[src/rtl/xyolo_read_if.sv]
// xyolo_read_if
//   Bundles the configuration, buffer read and operand/strobe signals of the
//   xyolo operand reader.
//   master : the reader. It takes in run, the loop configuration, bias and
//            the read data, and drives done, the read enables/addresses,
//            the operand streams and the ld_* strobes.
//   slave  : the environment, i.e. the controller, memories and write path.
interface xyolo_read_if #(
  parameter int DATAPATH_W = 32,
  parameter int N_MACS     = 1,
  parameter int ADDR_W     = 10,
  parameter int CNT_W      = 10
);
  logic                         run;
  logic                         done;
  logic [CNT_W-1:0]             iter_a;
  logic [CNT_W-1:0]             per_a;
  logic [ADDR_W-1:0]            pix_start;
  logic [ADDR_W-1:0]            pix_incr;
  logic [ADDR_W-1:0]            pix_shift;
  logic [ADDR_W-1:0]            wgt_start;
  logic [2:0]                   mp_group;
  logic [DATAPATH_W-1:0]        bias_in;
  logic                         pix_en;
  logic [ADDR_W-1:0]            pix_addr;
  logic [N_MACS*DATAPATH_W-1:0] pix_rdata;
  logic                         wgt_en;
  logic [ADDR_W-1:0]            wgt_addr;
  logic [N_MACS*DATAPATH_W-1:0] wgt_rdata;
  logic [N_MACS*DATAPATH_W-1:0] flow_out_pixel;
  logic [N_MACS*DATAPATH_W-1:0] flow_out_weight;
  logic [DATAPATH_W-1:0]        flow_out_bias;
  logic                         ld_acc;
  logic                         ld_res;
  logic                         ld_mp;

  modport master (
    input  run, iter_a, per_a, pix_start, pix_incr, pix_shift, wgt_start,
           mp_group, bias_in, pix_rdata, wgt_rdata,
    output done, pix_en, pix_addr, wgt_en, wgt_addr, flow_out_pixel,
           flow_out_weight, flow_out_bias, ld_acc, ld_res, ld_mp
  );

  modport slave (
    output run, iter_a, per_a, pix_start, pix_incr, pix_shift, wgt_start,
           mp_group, bias_in, pix_rdata, wgt_rdata,
    input  done, pix_en, pix_addr, wgt_en, wgt_addr, flow_out_pixel,
           flow_out_weight, flow_out_bias, ld_acc, ld_res, ld_mp
  );
endinterface

[src/rtl/xyolo_read.sv]
// xyolo_read
//   Operand reader and sequencer for the xyolo convolution datapath. It walks
//   iter_a outputs of per_a reads each over the pixel and weight buffers,
//   one read per cycle. It passes the returned words on as operand streams
//   and emits ld_acc / ld_res / ld_mp aligned to the datapath pipeline.
//   Ports: clk, rst (async, active-high), bus (xyolo_read_if.master).
module xyolo_read #(
  parameter int DATAPATH_W = 32,
  parameter int N_MACS     = 1,
  parameter int ADDR_W     = 10,
  parameter int CNT_W      = 10,
  parameter int RES_DLY    = 7
) (
  input  logic         clk,
  input  logic         rst,
  xyolo_read_if.master bus
);
  localparam logic [1:0] ST_IDLE  = 2'd0;
  localparam logic [1:0] ST_RUN   = 2'd1;
  localparam logic [1:0] ST_DRAIN = 2'd2;

  logic [1:0]            state_r;
  logic [CNT_W-1:0]      iter_r, per_r, k_r, j_r;
  logic [ADDR_W-1:0]     incr_r, shift_r, wstart_r, base_r;
  logic [ADDR_W-1:0]     pix_addr_r, wgt_addr_r;
  logic [2:0]            grp_r, m_r;
  logic [DATAPATH_W-1:0] bias_r;
  logic                  en_r, acc_r, done_r;
  // Stage i holds {last, mp} of an operand that appeared i cycles ago;
  // the final stage drives ld_res / ld_mp.
  logic [1:0]            dly_r [0:RES_DLY];

  logic                  k_last_s, j_last_s, m_last_s, zero_cfg_s, empty_s;
  logic [2:0]            grp_s;

  // Loop-end decodes, pool-group sanitising and delay-line occupancy.
  always_comb begin
    k_last_s   = (k_r == per_r - CNT_W'(1));
    j_last_s   = (j_r == iter_r - CNT_W'(1));
    m_last_s   = (m_r == grp_r - 3'd1);
    zero_cfg_s = (bus.iter_a == {CNT_W{1'b0}}) || (bus.per_a == {CNT_W{1'b0}});
    case (bus.mp_group)
      3'd1, 3'd2, 3'd3, 3'd4: grp_s = bus.mp_group;
      default:                grp_s = 3'd1;
    endcase
    empty_s = 1'b1;
    for (int i = 0; i <= RES_DLY; i++) begin
      empty_s = empty_s & ~dly_r[i][1];
    end
  end

  // Sequencer FSM, loop counters and incremental address generation.
  always_ff @(posedge clk or posedge rst) begin
    if (rst) begin
      state_r    <= ST_IDLE;
      iter_r     <= {CNT_W{1'b0}};
      per_r      <= {CNT_W{1'b0}};
      k_r        <= {CNT_W{1'b0}};
      j_r        <= {CNT_W{1'b0}};
      incr_r     <= {ADDR_W{1'b0}};
      shift_r    <= {ADDR_W{1'b0}};
      wstart_r   <= {ADDR_W{1'b0}};
      base_r     <= {ADDR_W{1'b0}};
      pix_addr_r <= {ADDR_W{1'b0}};
      wgt_addr_r <= {ADDR_W{1'b0}};
      grp_r      <= 3'd1;
      m_r        <= 3'd0;
      bias_r     <= {DATAPATH_W{1'b0}};
      en_r       <= 1'b0;
      done_r     <= 1'b0;
    end else begin
      case (state_r)
        ST_IDLE: begin
          if (bus.run) begin
            iter_r   <= bus.iter_a;
            per_r    <= bus.per_a;
            incr_r   <= bus.pix_incr;
            shift_r  <= bus.pix_shift;
            wstart_r <= bus.wgt_start;
            grp_r    <= grp_s;
            bias_r   <= bus.bias_in;
            k_r      <= {CNT_W{1'b0}};
            j_r      <= {CNT_W{1'b0}};
            m_r      <= 3'd0;
            if (zero_cfg_s) begin
              // Nothing to read: report completion straight away.
              done_r <= 1'b1;
            end else begin
              done_r     <= 1'b0;
              state_r    <= ST_RUN;
              en_r       <= 1'b1;
              base_r     <= bus.pix_start;
              pix_addr_r <= bus.pix_start;
              wgt_addr_r <= bus.wgt_start;
            end
          end
        end
        ST_RUN: begin
          if (k_last_s) begin
            // Output finished: rewind the weights, step the pixel base.
            k_r        <= {CNT_W{1'b0}};
            m_r        <= m_last_s ? 3'd0 : m_r + 3'd1;
            base_r     <= base_r + shift_r;
            pix_addr_r <= base_r + shift_r;
            wgt_addr_r <= wstart_r;
            if (j_last_s) begin
              state_r <= ST_DRAIN;
              en_r    <= 1'b0;
            end else begin
              j_r <= j_r + CNT_W'(1);
            end
          end else begin
            k_r        <= k_r + CNT_W'(1);
            pix_addr_r <= pix_addr_r + incr_r;
            wgt_addr_r <= wgt_addr_r + ADDR_W'(1);
          end
        end
        ST_DRAIN: begin
          if (empty_s) begin
            state_r <= ST_IDLE;
            done_r  <= 1'b1;
          end
        end
        default: begin
          state_r <= ST_IDLE;
          en_r    <= 1'b0;
        end
      endcase
    end
  end

  // Operand-aligned ld_acc and the result delay line.
  always_ff @(posedge clk or posedge rst) begin
    if (rst) begin
      acc_r <= 1'b0;
      for (int i = 0; i <= RES_DLY; i++) begin
        dly_r[i] <= 2'b00;
      end
    end else begin
      acc_r    <= en_r && (k_r == {CNT_W{1'b0}});
      dly_r[0] <= {en_r && k_last_s, en_r && k_last_s && (m_r != 3'd0)};
      for (int i = 1; i <= RES_DLY; i++) begin
        dly_r[i] <= dly_r[i-1];
      end
    end
  end

  assign bus.done            = done_r;
  assign bus.pix_en          = en_r;
  assign bus.wgt_en          = en_r;
  assign bus.pix_addr        = pix_addr_r;
  assign bus.wgt_addr        = wgt_addr_r;
  assign bus.flow_out_pixel  = bus.pix_rdata;
  assign bus.flow_out_weight = bus.wgt_rdata;
  assign bus.flow_out_bias   = bias_r;
  assign bus.ld_acc          = acc_r;
  assign bus.ld_res          = dly_r[RES_DLY][1];
  assign bus.ld_mp           = dly_r[RES_DLY][0];
endmodule

[src/flat_wrapper.sv]
// flat-port wrapper written by rule: the top's interface ports become plain ports
module xyolo_read_flat 
#(
  parameter int DATAPATH_W = 32,
  parameter int N_MACS     = 1,
  parameter int ADDR_W     = 10,
  parameter int CNT_W      = 10,
  parameter int RES_DLY    = 7
)
  (clk, rst, bus_run, bus_iter_a, bus_per_a, bus_pix_start, bus_pix_incr, bus_pix_shift, bus_wgt_start, bus_mp_group, bus_bias_in, bus_pix_rdata, bus_wgt_rdata, bus_done, bus_pix_en, bus_pix_addr, bus_wgt_en, bus_wgt_addr, bus_flow_out_pixel, bus_flow_out_weight, bus_flow_out_bias, bus_ld_acc, bus_ld_res, bus_ld_mp);
  xyolo_read_if #(.DATAPATH_W(DATAPATH_W), .N_MACS(N_MACS), .ADDR_W(ADDR_W), .CNT_W(CNT_W)) bus_i ();
  input  logic clk;
  input  logic rst;
  input wire logic [$bits(bus_i.run)-1:0] bus_run;
  input wire logic [$bits(bus_i.iter_a)-1:0] bus_iter_a;
  input wire logic [$bits(bus_i.per_a)-1:0] bus_per_a;
  input wire logic [$bits(bus_i.pix_start)-1:0] bus_pix_start;
  input wire logic [$bits(bus_i.pix_incr)-1:0] bus_pix_incr;
  input wire logic [$bits(bus_i.pix_shift)-1:0] bus_pix_shift;
  input wire logic [$bits(bus_i.wgt_start)-1:0] bus_wgt_start;
  input wire logic [$bits(bus_i.mp_group)-1:0] bus_mp_group;
  input wire logic [$bits(bus_i.bias_in)-1:0] bus_bias_in;
  input wire logic [$bits(bus_i.pix_rdata)-1:0] bus_pix_rdata;
  input wire logic [$bits(bus_i.wgt_rdata)-1:0] bus_wgt_rdata;
  output wire logic [$bits(bus_i.done)-1:0] bus_done;
  output wire logic [$bits(bus_i.pix_en)-1:0] bus_pix_en;
  output wire logic [$bits(bus_i.pix_addr)-1:0] bus_pix_addr;
  output wire logic [$bits(bus_i.wgt_en)-1:0] bus_wgt_en;
  output wire logic [$bits(bus_i.wgt_addr)-1:0] bus_wgt_addr;
  output wire logic [$bits(bus_i.flow_out_pixel)-1:0] bus_flow_out_pixel;
  output wire logic [$bits(bus_i.flow_out_weight)-1:0] bus_flow_out_weight;
  output wire logic [$bits(bus_i.flow_out_bias)-1:0] bus_flow_out_bias;
  output wire logic [$bits(bus_i.ld_acc)-1:0] bus_ld_acc;
  output wire logic [$bits(bus_i.ld_res)-1:0] bus_ld_res;
  output wire logic [$bits(bus_i.ld_mp)-1:0] bus_ld_mp;
  assign bus_i.run = bus_run;
  assign bus_i.iter_a = bus_iter_a;
  assign bus_i.per_a = bus_per_a;
  assign bus_i.pix_start = bus_pix_start;
  assign bus_i.pix_incr = bus_pix_incr;
  assign bus_i.pix_shift = bus_pix_shift;
  assign bus_i.wgt_start = bus_wgt_start;
  assign bus_i.mp_group = bus_mp_group;
  assign bus_i.bias_in = bus_bias_in;
  assign bus_i.pix_rdata = bus_pix_rdata;
  assign bus_i.wgt_rdata = bus_wgt_rdata;
  assign bus_done = bus_i.done;
  assign bus_pix_en = bus_i.pix_en;
  assign bus_pix_addr = bus_i.pix_addr;
  assign bus_wgt_en = bus_i.wgt_en;
  assign bus_wgt_addr = bus_i.wgt_addr;
  assign bus_flow_out_pixel = bus_i.flow_out_pixel;
  assign bus_flow_out_weight = bus_i.flow_out_weight;
  assign bus_flow_out_bias = bus_i.flow_out_bias;
  assign bus_ld_acc = bus_i.ld_acc;
  assign bus_ld_res = bus_i.ld_res;
  assign bus_ld_mp = bus_i.ld_mp;
  xyolo_read #(.DATAPATH_W(DATAPATH_W), .N_MACS(N_MACS), .ADDR_W(ADDR_W), .CNT_W(CNT_W), .RES_DLY(RES_DLY)) u_core (.clk(clk), .rst(rst), .bus(bus_i));
endmodule
[config.mk]
export PLATFORM = sky130hd
export DESIGN_NAME = xyolo_read_flat
export DESIGN_NICKNAME = d
export VERILOG_FILES = /design/src/rtl/xyolo_read_if.sv /design/src/rtl/xyolo_read.sv /design/src/flat_wrapper.sv
export SDC_FILE = /design/constraint.sdc
export NUM_CORES = 1
export LEC_CHECK = 0
export BUFFER_PORTS_ARGS = -buffer_cell sky130_fd_sc_hd__buf_2
export CAP_MARGIN = 15
export CORE_UTILIZATION = 52
export DETAILED_ROUTE_END_ITERATION = 16
export PLACE_DENSITY_LB_ADDON = 0.05
export REMOVE_ABC_BUFFERS = 1
export SLEW_MARGIN = 15
export SYNTH_ARGS = -nofsm -noshare
export SYNTH_HDL_FRONTEND = slang
export SYNTH_SLANG_ARGS = --single-unit
export TNS_END_PERCENT = 30
[constraint.sdc]
create_clock -name clk -period 5.4 [get_ports clk]
set_input_delay 0.54 -clock clk [delete_from_list [all_inputs] [get_ports clk]]
set_output_delay 0.54 -clock clk [all_outputs]
set_load 0.05 [all_outputs]
* Word level (Yosys, flattened, before mapping)
Index checks and enable logic that the tools add are counted.
** Cells by class
- $lt $le $gt $ge :: 0
- Bitwise logic cells :: 16
- Div/mod/pow operators :: 0
- Reduce and logical (&&, ||, !) cells :: 21
- Shifts and indexed selects :: 0
- Muxes and demuxes :: 36
- Equal/unequal tests :: 15
- $add $sub $neg :: 9
- $mul :: 0
** Operators by type and width (number)
- $mux W10 :: 11
- $pmux W10 S2 :: 5
- $add A10 B1 Y10 const B :: 3
- $logic_not A10 Y1 :: 3
- $add A10 B10 Y10 :: 2
- $eq A10 B10 Y1 :: 2
- $sub A10 B1 Y10 const B :: 2
- $mux W3 :: 4
- $mux W2 :: 5
- $reduce_and A5 Y1 :: 2
- $not A1 Y1 :: 9
- $reduce_and A3 Y1 :: 3
- $reduce_and A4 Y1 :: 2
- $and A1 B1 Y1 :: 7
- $mux W1 :: 7
- $eq A3 B2 Y1 const B :: 2
- $ne A2 B1 Y1 const B :: 3
- $ne A2 B2 Y1 const B :: 3
- $pmux W2 S3 :: 1
- $pmux W3 S2 :: 1
- $reduce_and A2 Y1 :: 2
- $reduce_bool A2 Y1 :: 2
- $reduce_or A4 Y1 :: 1
- $add A3 B1 Y3 const B :: 1
- 12 further kinds :: 14
** Storage, ports and cells
- Logic and storage cells :: 122
- Input bits :: 162
- Memory bits (read-only) :: 0
- Flip-flop bits (word level) :: 159
- Output and inout port bits :: 122
- Memory bits (writable) :: 0
- Memories kept :: 0
- Bits in latches :: 0

* Logic depth before layout (Yosys ltp)
Gate-level depths: netlist of run 1.
- Depth after elaboration :: 10
- Mapped depth :: 12
- Mapped depth without buffers :: 10

* Least setup slack after synthesis of run 1
OpenSTA, ideal clock, no wires.
- Path kind :: register to register
- From :: register u_core.per_r[0]
- To :: register u_core.base_r[0]
- Period minus slack after synthesis :: 2.860 ns
- Arrival :: 2.735 ns
- Stages on the path, launching flop included :: 10
- Library setup time :: 0.125 ns
- Data required time :: 5.275 ns
- Path buffers :: 0
- Setup slack :: 2.540 ns
- Path through :: dfrtp_1 -> inv_1 -> ha_1 -> or4b_4 -> nor4b_1 -> nor3_1 -> nor4_2 -> nand2_1 -> o22ai_2 -> mux2_2
** Between the ends
- Word-level cells in the longest chain between the ends :: 4
** Ends and longest elaborated chain
- start, declared :: RTL line xyolo_read.sv:23 : logic [CNT_W-1:0] iter_r, per_r, k_r, j_r;
- start signal, assigned :: RTL line xyolo_read.sv:57 : per_r <= {CNT_W{1'b0}};
- start signal, assigned :: RTL line xyolo_read.sv:76 : per_r <= bus.per_a;
- $sub A10 B1 Y10 :: RTL line xyolo_read.sv:38 : k_last_s = (k_r == per_r - CNT_W'(1));
- $eq A10 B10 Y1 :: RTL line xyolo_read.sv:38
- $ne A2 B1 Y1 (no source line)
- $reduce_and A4 Y1 (no source line)
- end signal, assigned :: RTL line xyolo_read.sv:63 : base_r <= {ADDR_W{1'b0}};
- end signal, assigned :: RTL line xyolo_read.sv:92 : base_r <= bus.pix_start;
- end signal, assigned :: RTL line xyolo_read.sv:103 : base_r <= base_r + shift_r;
- end, declared :: RTL line xyolo_read.sv:24 : logic [ADDR_W-1:0] incr_r, shift_r, wstart_r, base_r;
Every way passes these cells.
A chain may end at the register's enable or synchronous reset.

* Worst setup path after layout of run 1
- From :: register u_core.per_r[0]
- To :: register u_core.pix_addr_r[1], in the netlist u_core.bus.pix_addr[1]
** Between the ends
- Word-level cells in the longest chain between the ends :: 4
** Ends and longest elaborated chain
- $sub A10 B1 Y10 :: RTL line xyolo_read.sv:38
- $eq A10 B10 Y1 :: RTL line xyolo_read.sv:38
- $mux W10 :: RTL line xyolo_read.sv:99 : if (k_last_s) begin
- $pmux W10 S2 :: RTL line xyolo_read.sv:72 : case (state_r)
- end signal, assigned :: RTL line xyolo_read.sv:93 : pix_addr_r <= bus.pix_start;
- end signal, assigned :: RTL line xyolo_read.sv:104 : pix_addr_r <= base_r + shift_r;
- end signal, assigned :: RTL line xyolo_read.sv:114 : pix_addr_r <= pix_addr_r + incr_r;
- end, declared :: RTL line xyolo_read.sv:25 : logic [ADDR_W-1:0] pix_addr_r, wgt_addr_r;
Every way passes these cells.

==> reports/qor.csv, run 1 <==
metric;value;unit
slew_viol_final;0;
hold_viol;0;
critical_path_arrival;3.98;ns
die_y;133;µm
dp_cells;1295;
die_x;133;µm
num_vias;7445;
cts_hold_buf;0;
drt_wl_total;25.3;mm
rr_worst_depth;10;
wire_per_inst;19.1;µm
cpPeakStageDelay;0.74;ns
synth_common_cells;nand2_1, dfrtp_1, buf_4, nor2_1, o21ai_0;
max_freq;272;MHz
die_area;17700;µm²
tritoncts;built;
grt_max_degree;117;
setup_violations;0;
numCtsBuffers;17;
fin_crit_sh;68.0;%
clock_sinks;159;
ff2ff_setup_slack;1.73;ns
synth-edff-count;0;
synthToLayoutAreaGrowth;11.8;%
synth_warnings;0;
post-route-cell-area;9980;µm²
clk_path_buf_depth;2;
ctsResizeCount;0;
hpwl;17.4;mm
clkTransAtPathRegs;0.06;ns
r2r_start;u_core.per_r[0];
groute.usage.overall;29.7;%
cts.htree.levels;4;
netlist_area;8920;µm²
period_needed;3.67;ns
final_cells;1326;
cp-start-kind;flop;
cap_violations;0;
antenna_found_initial;0;
cp_cell_sequence;inv_1, ha_1, or4b_4, nor4b_1, nor3_1, nor4_2, and2_1, buf_4, nor3_1, o32a_1;
outcome;finished, final reports clean;
slew_headroom;25.5;%
cp-end-kind;flop;
synthCells;1030;
start_util;53.6;%
synth_most_common_cell;nand2_1;
preCtsSetupSlack;1.77;ns
grt-ovfl-total;0;
required;5.70;ns
async_flop_share;100;%
nFillCells;1475;
avgViaCountPerCell;5.61;
tns;0;ns
post_cts_buffers;0;
dr.pass1.iters;5;
hold_class;in2async;
synthDistinctLibCells;62;
nets;1286;
grt_pass1_vias;6997;
synth_area_leader_cell;dfrtp_1;
ir_drop;0.230;mV
drc;0;
fin_total_pwr;2.55;mW
cts_root_buf;clkbuf_16;
leakage;5.03;nW
place_congestion;0.817;
synth-main-ff-cell;dfrtp_1;
critPathMaxFanout;18;
dpl-instance-area;9340;µm²
r2r_end;u_core.bus.pix_addr[1];
p_per_area;256;nW/µm²
synth-seq-cells;159;
ys_top_cells_by_area;dfrtp_1, nand2_1, buf_4, ha_1, xnor2_1;
grt_pass1_wl;40.0;mm
fin_worst_skew;0.0115;ns
drtIter0Drc;532;
io_pins;284;
tightest_slew;1.12;ns
core;16600;µm²
crit_type;reg2reg;
rsz0062_at_grt;false;
io_buffers;155;
synth_seq_area_share;44.6;%
drive_gt1_share;20.1;%
synth_top_area_share;44.3;%
rows;47;
crit_path_top_delay_cell;and2_1;
crit_top_cell;nor3_1;
layout_setup_ws;1.73;ns
avgSynthCellArea;8.66;µm²
antenna_cells;0;
clk_latency;0.42;ns
ant_nets;0;
[how the worst max path moves through the flow]
stage | depth (start not counted) | to | startpoint | slack (ns)
5_1_grt | 10 | u_core.bus.pix_addr[1] | u_core.per_r[0] | 1.40
2_1_floorplan | 1 | u_core.base_r[0] | rst | 0.57
6_report | 10 | u_core.bus.pix_addr[1] | u_core.per_r[0] | 1.73
3_5_place_dp | 10 | u_core.bus.pix_addr[1] | u_core.per_r[0] | 1.77
3_3_place_gp | 10 | u_core.bus.pix_addr[1] | u_core.per_r[0] | 1.89
4_1_cts | 10 | u_core.bus.pix_addr[1] | u_core.per_r[0] | 1.74
[power breakdown]
part	internal, mW	switching [mW]	leakage [nW]	total [mW]
Sequential	1.19	0.00370	1.97	1.20
Clock	0.781	0.479	0.292	1.26
Combinational	0.0360	0.0561	2.77	0.0920
[critical path, delay by kind of cell (launching register included)]
kind                       cells  cell delay (ns)
DFF                            1             0.43
buffers and inverters          2             0.37
adders and majority gates      1             0.21
AOI/OAI and AO/OA              1             0.38
and+or+nand+nor                6             2.15
[metal layers]
metal  vias up  GRT usage (%)  part of all wire (%)
met5         -           8.61                  0.61
met4         6           6.07                  0.73
met3        22           18.9                    13
met2       326           40.4                    41
met1      3518           38.7                    44
li1       3573              -                     -
[cell families (layout without fill, tap and decap cells)]
kind of cell | Yosys count | count (layout) | share of synthesized area [%]
simple gates | 477 | 477 | 23.7
flops | 159 | 159 | 44.6
compound gates | 154 | 154 | 11.7
buf+inv | 149 | 225 | 9.24
xor+xnor | 44 | 44 | 4.32
fa+ha+maj | 29 | 29 | 4.24
mux | 18 | 18 | 2.16
[registers in the layout, indices dropped and copies added (netlist names)]
| signal | count |
|---|---|
| u_core.per_r | 10 |
| u_core.incr_r | 10 |
| u_core.k_r | 10 |
| u_core.j_r | 10 |
| u_core.iter_r | 10 |
| u_core.dly_r | 14 |
| u_core.bus.pix_addr | 10 |
| u_core.grp_r | 3 |
| u_core.shift_r | 10 |
| u_core.bus.ld_res | 1 |
| u_core.bus.pix_en | 1 |
| u_core.bus.wgt_addr | 10 |
| u_core.bus.ld_mp | 1 |
| u_core.wstart_r | 10 |
| u_core.m_r | 3 |
| u_core.bus.flow_out_bias | 32 |
| u_core.state_r | 2 |
| u_core.bus.done | 1 |
| u_core.base_r | 10 |
| u_core.bus.ld_acc | 1 |
[area by class of cell]
type,instances,area [µm²],share of cell area (%)
sequential,159,3980,39.9
clock inverter,10,163,1.63
clock buffer,20,447,4.48
multi-input combinational,722,4130,41.4
inverter,32,125,1.25
timing repair buffer,163,856,8.58
tap,220,275,2.76
[placed cells by master (no fill, tap or decap), types with 7 or more instances in the layout]
cell	netlist	routed
nand2_1	285	285
dfrtp_1	158	158
buf_2	5	155
nor2_1	50	48
o21ai_0	43	43
inv_1	32	31
nand3_1	30	30
ha_1	27	27
xnor2_1	25	25
a21oi_1	24	24
nor3_1	21	21
xor2_1	19	19
clkbuf_16	0	17
or3_1	16	16
nor4_1	13	13
a31oi_1	13	13
o211ai_1	12	12
o31ai_1	11	11
nand4_1	11	11
mux2_2	10	10
and3_1	9	9
nand2b_1	10	9
mux2i_1	8	8
or2_2	7	7
buf_4	67	7
[metrics by stage]
step	util (%)	hold slack [ns]
floorplan	-	0.331
global placement	56.1	0.334
detailed placement	56.1	0.336
CTS	59.8	0.289
global route	59.9	0.0846
finish	59.9	0.0801
(Power assumes the default switching activity.)
==> run 2, diff against run 1 <==
--- a/config.mk
+++ b/config.mk
@@ -5,9 +5,10 @@
 export SDC_FILE = /design/constraint.sdc
 export NUM_CORES = 1
 export LEC_CHECK = 0
+export ABC_AREA = 1
 export BUFFER_PORTS_ARGS = -buffer_cell sky130_fd_sc_hd__buf_2
 export CAP_MARGIN = 15
-export CORE_UTILIZATION = 52
+export CORE_UTILIZATION = 47
 export DETAILED_ROUTE_END_ITERATION = 16
 export PLACE_DENSITY_LB_ADDON = 0.05
 export REMOVE_ABC_BUFFERS = 1
==> constraint.sdc (replaced) <==
create_clock -name clk -period 3.2 [get_ports clk]
set_input_delay 0.32 -clock clk [delete_from_list [all_inputs] [get_ports clk]]
set_output_delay 0.32 -clock clk [all_outputs]
set_load 0.05 [all_outputs]
==> run 2 against run 1 <==
- the run now ends with negative hold slack left
- maximum frequency up 30%
- first-iteration DRC count decreased by 6.0%
- area after synthesis increased by 3.9%
- register-to-register slack worse by 1.4 ns
- die area rose by 15%
- clock-buffer cell count did not move
- non-clock buffer count grew 2
- routed wire length up 3.0%
- utilization is 6.4 points lower
- clock skew decreased by 0.0038 ns
- highest routed layer unchanged
==> reports/qor.csv, run 2 <==
metric;value;unit;change
outcome;finished, violations left;;was finished, final reports clean
synth_top_area_share;42.6;%;was 44.3%
clock_sinks;159;;unchanged
netlist_area;9270;µm²;was 8920 µm²
drc;0;;unchanged
cpPeakStageDelay;0.38;ns;was 0.74 ns
rows;51;;was 47
drtIter0Drc;500;;was 532
drt_wl_total;26.1;mm;was 25.3 mm
grt_max_degree;93;;was 117
cap_violations;0;;unchanged
avgSynthCellArea;7.48;µm²;was 8.66 µm²
cp_cell_sequence;inv_1, ha_1, inv_1, nand2_1, nand2_1, nand2_1, nor2_1, nand3_1, nor2_4, nand3_4, nand2_4, nand3_2, nand2_1, o21ai_1;;was inv_1, ha_1, or4b_4, nor4b_1, nor3_1, nor4_2, and2_1, buf_4, nor3_1, o32a_1
io_pins;284;;unchanged
hold_class;in2async;;unchanged
start_util;47.8;%;was 53.6%
synth-seq-cells;159;;unchanged
cp-start-kind;flop;;unchanged
final_common_cell;nand2_1;;unchanged
cts_hold_buf;0;;unchanged
crit_type;reg2reg;;unchanged
post_cts_buffers;0;;unchanged
ctsResizeCount;0;;unchanged
postLayoutCoreUtil;53.6;%;was 59.9%
r2r_end;u_core.base_r[1];;was u_core.bus.pix_addr[1]
clkTransAtPathRegs;0.07;ns;was 0.06 ns
dr.pass1.iters;5;;unchanged
synth-edff-count;0;;unchanged
rsz0062_at_grt;false;;unchanged
cp-startpoint;u_core.per_r[0];;unchanged
tightest_slew;0.939;ns;was 1.12 ns
violations;negative hold slack;;
place_congestion;0.850;;was 0.817
r2r_start;u_core.per_r[0];;unchanged
die_area;20300;µm²;was 17700 µm²
wire_per_inst;16.4;µm;was 19.1 µm
leakage;5.69;nW;was 5.03 nW
largest_reg_flops;32;;unchanged
die_x;142;µm;was 133 µm
rr_worst_depth;14;;was 10
hpwl;18.8;mm;was 17.4 mm
cp.depth;14;;was 10
core;19400;µm²;was 16600 µm²
synth-main-ff-cell;dfrtp_1;;unchanged
groute.usage.overall;27.2;%;was 29.7%
max_freq;353;MHz;was 272 MHz
setup_violations;0;;unchanged
crit_top_cell;nand2_1;;was nor3_1
tritoncts;built;;unchanged
synthToLayoutAreaGrowth;12.1;%;was 11.8%
critPathTopFamily;simple AND/OR/NAND/NOR gates;;unchanged
synth_seq_area_share;42.9;%;was 44.6%
grt_pass1_vias;7448;;was 6997
hold_viol;17;;was 0
drive_gt1_share;15.9;%;was 20.1%
antenna_cells;0;;unchanged
nets;1509;;was 1286
num_vias;7933;;was 7445
antenna_found_initial;0;;unchanged
io_buffers;155;;unchanged
critical_path_arrival;3.13;ns;was 3.98 ns
cts_root_buf;clkbuf_16;;unchanged
clk_latency;0.43;ns;was 0.42 ns
synth_common_cells;nand2_1, dfrtp_1, inv_1, nor2_1, nand3_1;;was nand2_1, dfrtp_1, buf_4, nor2_1, o21ai_0
ys_top_cells_by_area;dfrtp_1, nand2_1, buf_4, inv_1, nand3_1;;was dfrtp_1, nand2_1, buf_4, ha_1, xnor2_1
async_flop_share;100;%;unchanged
clk_path_buf_depth;2;;unchanged
period_needed;2.83;ns;was 3.67 ns
layout_common_cells;nand2_1, dfrtp_1, buf_2;;unchanged
synthCells;1239;;was 1030
crit_path_top_delay_cell;dfrtp_1;;was and2_1
cp-end-kind;flop;;unchanged
ir_drop;0.423;mV;was 0.230 mV
fin_crit_sh;88.5;%;was 68.0%
grt-ovfl-total;0;;unchanged
slew_viol_final;0;;unchanged
synth_area_leader_cell;dfrtp_1;;unchanged
synth_most_common_cell;nand2_1;;unchanged
ant_nets;0;;unchanged
numCtsBuffers;17;;unchanged
fin_total_pwr;7.18;mW;was 2.55 mW
required;3.50;ns;was 5.70 ns
grt_pass1_wl;41.4;mm;was 40.0 mm
avgViaCountPerCell;4.98;;was 5.61
synthDistinctLibCells;39;;was 62
fin_worst_skew;0.00770;ns;was 0.0115 ns
slew_headroom;37.4;%;was 25.5%
p_per_area;691;nW/µm²;was 256 nW/µm²
critPathMaxFanout;20;;was 18
die_y;142;µm;was 133 µm
synth_warnings;0;;unchanged
cts.htree.levels;4;;unchanged
crit_buf_inv;2;;unchanged
ff2ff_setup_slack;0.37;ns;was 1.73 ns
whs;-0.00632;ns;was 0.0801 ns
-- run 2: changes by cell type after synthesis, sizes merged, moves of 13 or more --
cell    delta
clkbuf    -16
nand4     +13
nor2      +48
nand2    +143
inv       +96
or3       -16
a21oi     +14
nand3     +48
o21ai     +23
-- run 2: layout make-up --
class	instances	area (µm²)
tap	265	332
clock inverter	10	138
clock buffer	20	447
multi-input combinational	847	4150
fill	1971	9010
inverter	128	485
sequential	159	3980
timing repair buffer	165	863
-- run 2: per-layer routing --
layer	vias up	part of all wire [%]	global-route usage, %
li1	3999	-	-
met1	3569	44	35.0
met2	328	39	35.9
met3	31	15	18.2
met4	6	1.3	6.68
met5	-	0.86	10.8
-- run 2: worst max-delay path by stage --
stage                       end  slack [ns]
2_1_floorplan  u_core.base_r[0]       -1.41
3_5_place_dp   u_core.base_r[1]        0.39
4_1_cts        u_core.base_r[1]        0.32
5_1_grt        u_core.base_r[8]        0.03
3_3_place_gp   u_core.base_r[8]        0.48
6_report       u_core.base_r[1]        0.37
-- run 2: through the flow --
stage / setup TNS [ns] / std cells / instance area (µm²) / worst slack (ns) / hold slack, ns
after detailed placement: 0 / 1564 / 9810 / 0.389 / 0.336
after floorplan: -292.82 / 1134 / 8600 / -1.41 / 0.331
final: 0 / 1594 / 10400 / 0.369 / -0.00632
after global placement: 0 / 1564 / 9810 / 0.476 / 0.332
after CTS: 0 / 1594 / 10400 / 0.316 / 0.00704
after global routing: 0 / 1594 / 10400 / 0.0264 / 0.0392
-- run 2: power by group --
part           total, mW  internal [mW]  leakage (nW)  switching, mW
clock               2.08           1.24         0.283          0.839
combinational       2.40          0.786          3.38           1.61
sequential          2.70           2.33          2.03          0.370
-- run 2: logic make-up (layout without fill, tap and decap cells) --
group / after synthesis / count (layout) / share of synthesized area, %
DFF: 159 / 159 / 42.9
xor gates and xnor gates: 42 / 42 / 3.97
AOI/OAI and AO/OA: 128 / 128 / 7.60
buffers and inverters: 233 / 323 / 12.4
and+or+nand+nor: 648 / 648 / 29.0
adders and majority gates: 29 / 29 / 4.08
==> run 3, diff against run 2 <==
--- a/config.mk
+++ b/config.mk
@@ -8,8 +8,10 @@
 export ABC_AREA = 1
 export BUFFER_PORTS_ARGS = -buffer_cell sky130_fd_sc_hd__buf_2
 export CAP_MARGIN = 15
-export CORE_UTILIZATION = 47
+export CORE_UTILIZATION = 49
+export CTS_BUF_LIST = sky130_fd_sc_hd__clkbuf_8
 export DETAILED_ROUTE_END_ITERATION = 16
+export GPL_TIMING_DRIVEN = 1
 export PLACE_DENSITY_LB_ADDON = 0.05
 export REMOVE_ABC_BUFFERS = 1
 export SLEW_MARGIN = 15
==> run 3 against run 2 <==
- the run now ends clean
- sequential share of layout area is 0.86 points higher
- flip-flop and latch count stayed put
- worst setup slack worse by 0.021 ns
- critical endpoint is now u_core.j_r[9]
==> reports/qor.csv, run 3 (synthesis gave the netlist of run 2 again) <==
metric;value;unit;change
antenna_cells;0;;unchanged
max_freq;351;MHz;was 353 MHz
final_common_cell;nand2_1;;unchanged
cp-end-kind;flop;;unchanged
die_x;140;µm;was 142 µm
critical_path_arrival;3.21;ns;was 3.13 ns
post_cts_buffers;0;;unchanged
slew_headroom;37.3;%;was 37.4%
numCtsBuffers;17;;unchanged
drive_gt1_share;16.1;%;was 15.9%
tightest_slew;0.940;ns;was 0.939 ns
rows;49;;was 51
nFillCells;1801;;was 1971
drtIter0Drc;454;;was 500
synthToLayoutAreaGrowth;9.60;%;was 12.1%
critPathMaxFanout;24;;was 20
final_cells;1560;;was 1594
cp-start-kind;flop;;unchanged
hold_viol;0;;was 17
whs;0.00721;ns;was -0.00632 ns
dr.pass1.iters;7;;was 5
grt_max_degree;93;;unchanged
slew_viol_final;0;;unchanged
drt_wl_total;25.9;mm;was 26.1 mm
setup_violations;0;;unchanged
wl_met3;3.19;mm;was 3.81 mm
crit_type;reg2reg;;unchanged
io_pins;284;;unchanged
period_needed;2.85;ns;was 2.83 ns
leakage;5.60;nW;was 5.69 nW
clock_sinks;159;;unchanged
grt_pass1_wl;41.6;mm;was 41.4 mm
groute.usage.overall;28.0;%;was 27.2%
hold_class;in2async;;unchanged
largest_reg_flops;32;;unchanged
fin_worst_skew;0.0198;ns;was 0.00770 ns
clk_path_buf_depth;2;;unchanged
post-route-cell-area;10200;µm²;was 10400 µm²
postLayoutCoreUtil;55.6;%;was 53.6%
tritoncts;built;;unchanged
clk_latency;0.47;ns;was 0.43 ns
cts.htree.levels;4;;unchanged
ctsResizeCount;0;;unchanged
hpwl;18.9;mm;was 18.8 mm
outcome;finished, final reports clean;;was finished, violations left
wire_per_inst;16.6;µm;was 16.4 µm
avgViaCountPerCell;5.12;;was 4.98
dp_cells;1528;;was 1564
seqCellArea;3980;µm²;unchanged
ir_drop;0.319;mV;was 0.423 mV
die_area;19500;µm²;was 20300 µm²
io_buffers;155;;unchanged
multi_input_area;4150;µm²;about the same
layout_setup_ws;0.348;ns;was 0.369 ns
preCtsSetupSlack;0.242;ns;was 0.389 ns
grt_pass1_vias;7457;;was 7448
core;18300;µm²;was 19400 µm²
cap_violations;0;;unchanged
m1WireLength;12.1;mm;was 11.5 mm
layout_common_cells;nand2_1, dfrtp_1, buf_2;;unchanged
wl_met2;10.1;mm;was 10.2 mm
ant_nets;0;;unchanged
required;3.56;ns;was 3.50 ns
routed.top_layer;met5;;unchanged
cts_hold_buf;0;;unchanged
tns;0;ns;unchanged
cts_root_buf;clkbuf_8;;was clkbuf_16
rsz0062_at_grt;false;;unchanged
p_per_area;653;nW/µm²;was 691 nW/µm²
num_vias;7986;;was 7933
dpl-instance-area;9760;µm²;was 9810 µm²
fin_crit_sh;89.1;%;was 88.5%
start_util;50.7;%;was 47.8%
antenna_found_initial;0;;unchanged
nets;1509;;unchanged
clkTransAtPathRegs;0.09;ns;was 0.07 ns
drc;0;;unchanged
fin_total_pwr;6.63;mW;was 7.18 mW
grt-ovfl-total;0;;unchanged
place_congestion;0.841;;was 0.850
die_y;140;µm;was 142 µm
## run 3: routing by layer
metal | global-route usage, % | up-vias
li1 | - | 4003
met4 | 5.32 | 8
met3 | 15.2 | 24
met1 | 38.9 | 3625
met2 | 37.1 | 326
met5 | 11.5 | -
## run 3: final timing paths
check | startpoint | to | slack (ns) | cells past startpoint
worst min-delay path | rst | u_core.bus.flow_out_bias[23] | 0.007 | 2
worst max-delay path | u_core.per_r[0] | u_core.j_r[9] | 0.35 | 14
worst min register to register | u_core.dly_r[6] | u_core.dly_r[4] | 0.35 | 0
min in group clk | bus_bias_in[15] | u_core.bus.flow_out_bias[15] | 0.03 | 3
worst max register to register | u_core.per_r[0] | u_core.j_r[9] | 0.35 | 14
max in group asynchronous | rst | u_core.bus.wgt_addr[7] | 2.40 | 3
## run 3: where the power goes
part           internal (mW)  switching (mW)
registers               2.33           0.382
clock network          0.704           0.822
logic                  0.788            1.61
## run 3: final cells by class
cell class | count | share of cell area, %
Clock inverter | 15 | 1.56
Tap cell | 229 | 2.82
Sequential cell | 159 | 39.2
Clock buffer | 17 | 2.30
Timing Repair Buffer | 165 | 8.50
Inverter | 128 | 4.78
Multi-Input combinational cell | 847 | 40.9
## run 3: critical path, cell delays in order, from the launching register on
cell and delay, ns:
dfrtp_1 0.38, inv_1 0.17, ha_1 0.28, inv_1 0.06, nand2_1 0.04, nand2_1 0.06
nand2_1 0.05, nor2_1 0.11, nand3_1 0.11, nor2_4 0.30, nand3_4 0.37, a21oi_4 0.42
nand2_2 0.22, nand2_1 0.10, nand2_1 0.05
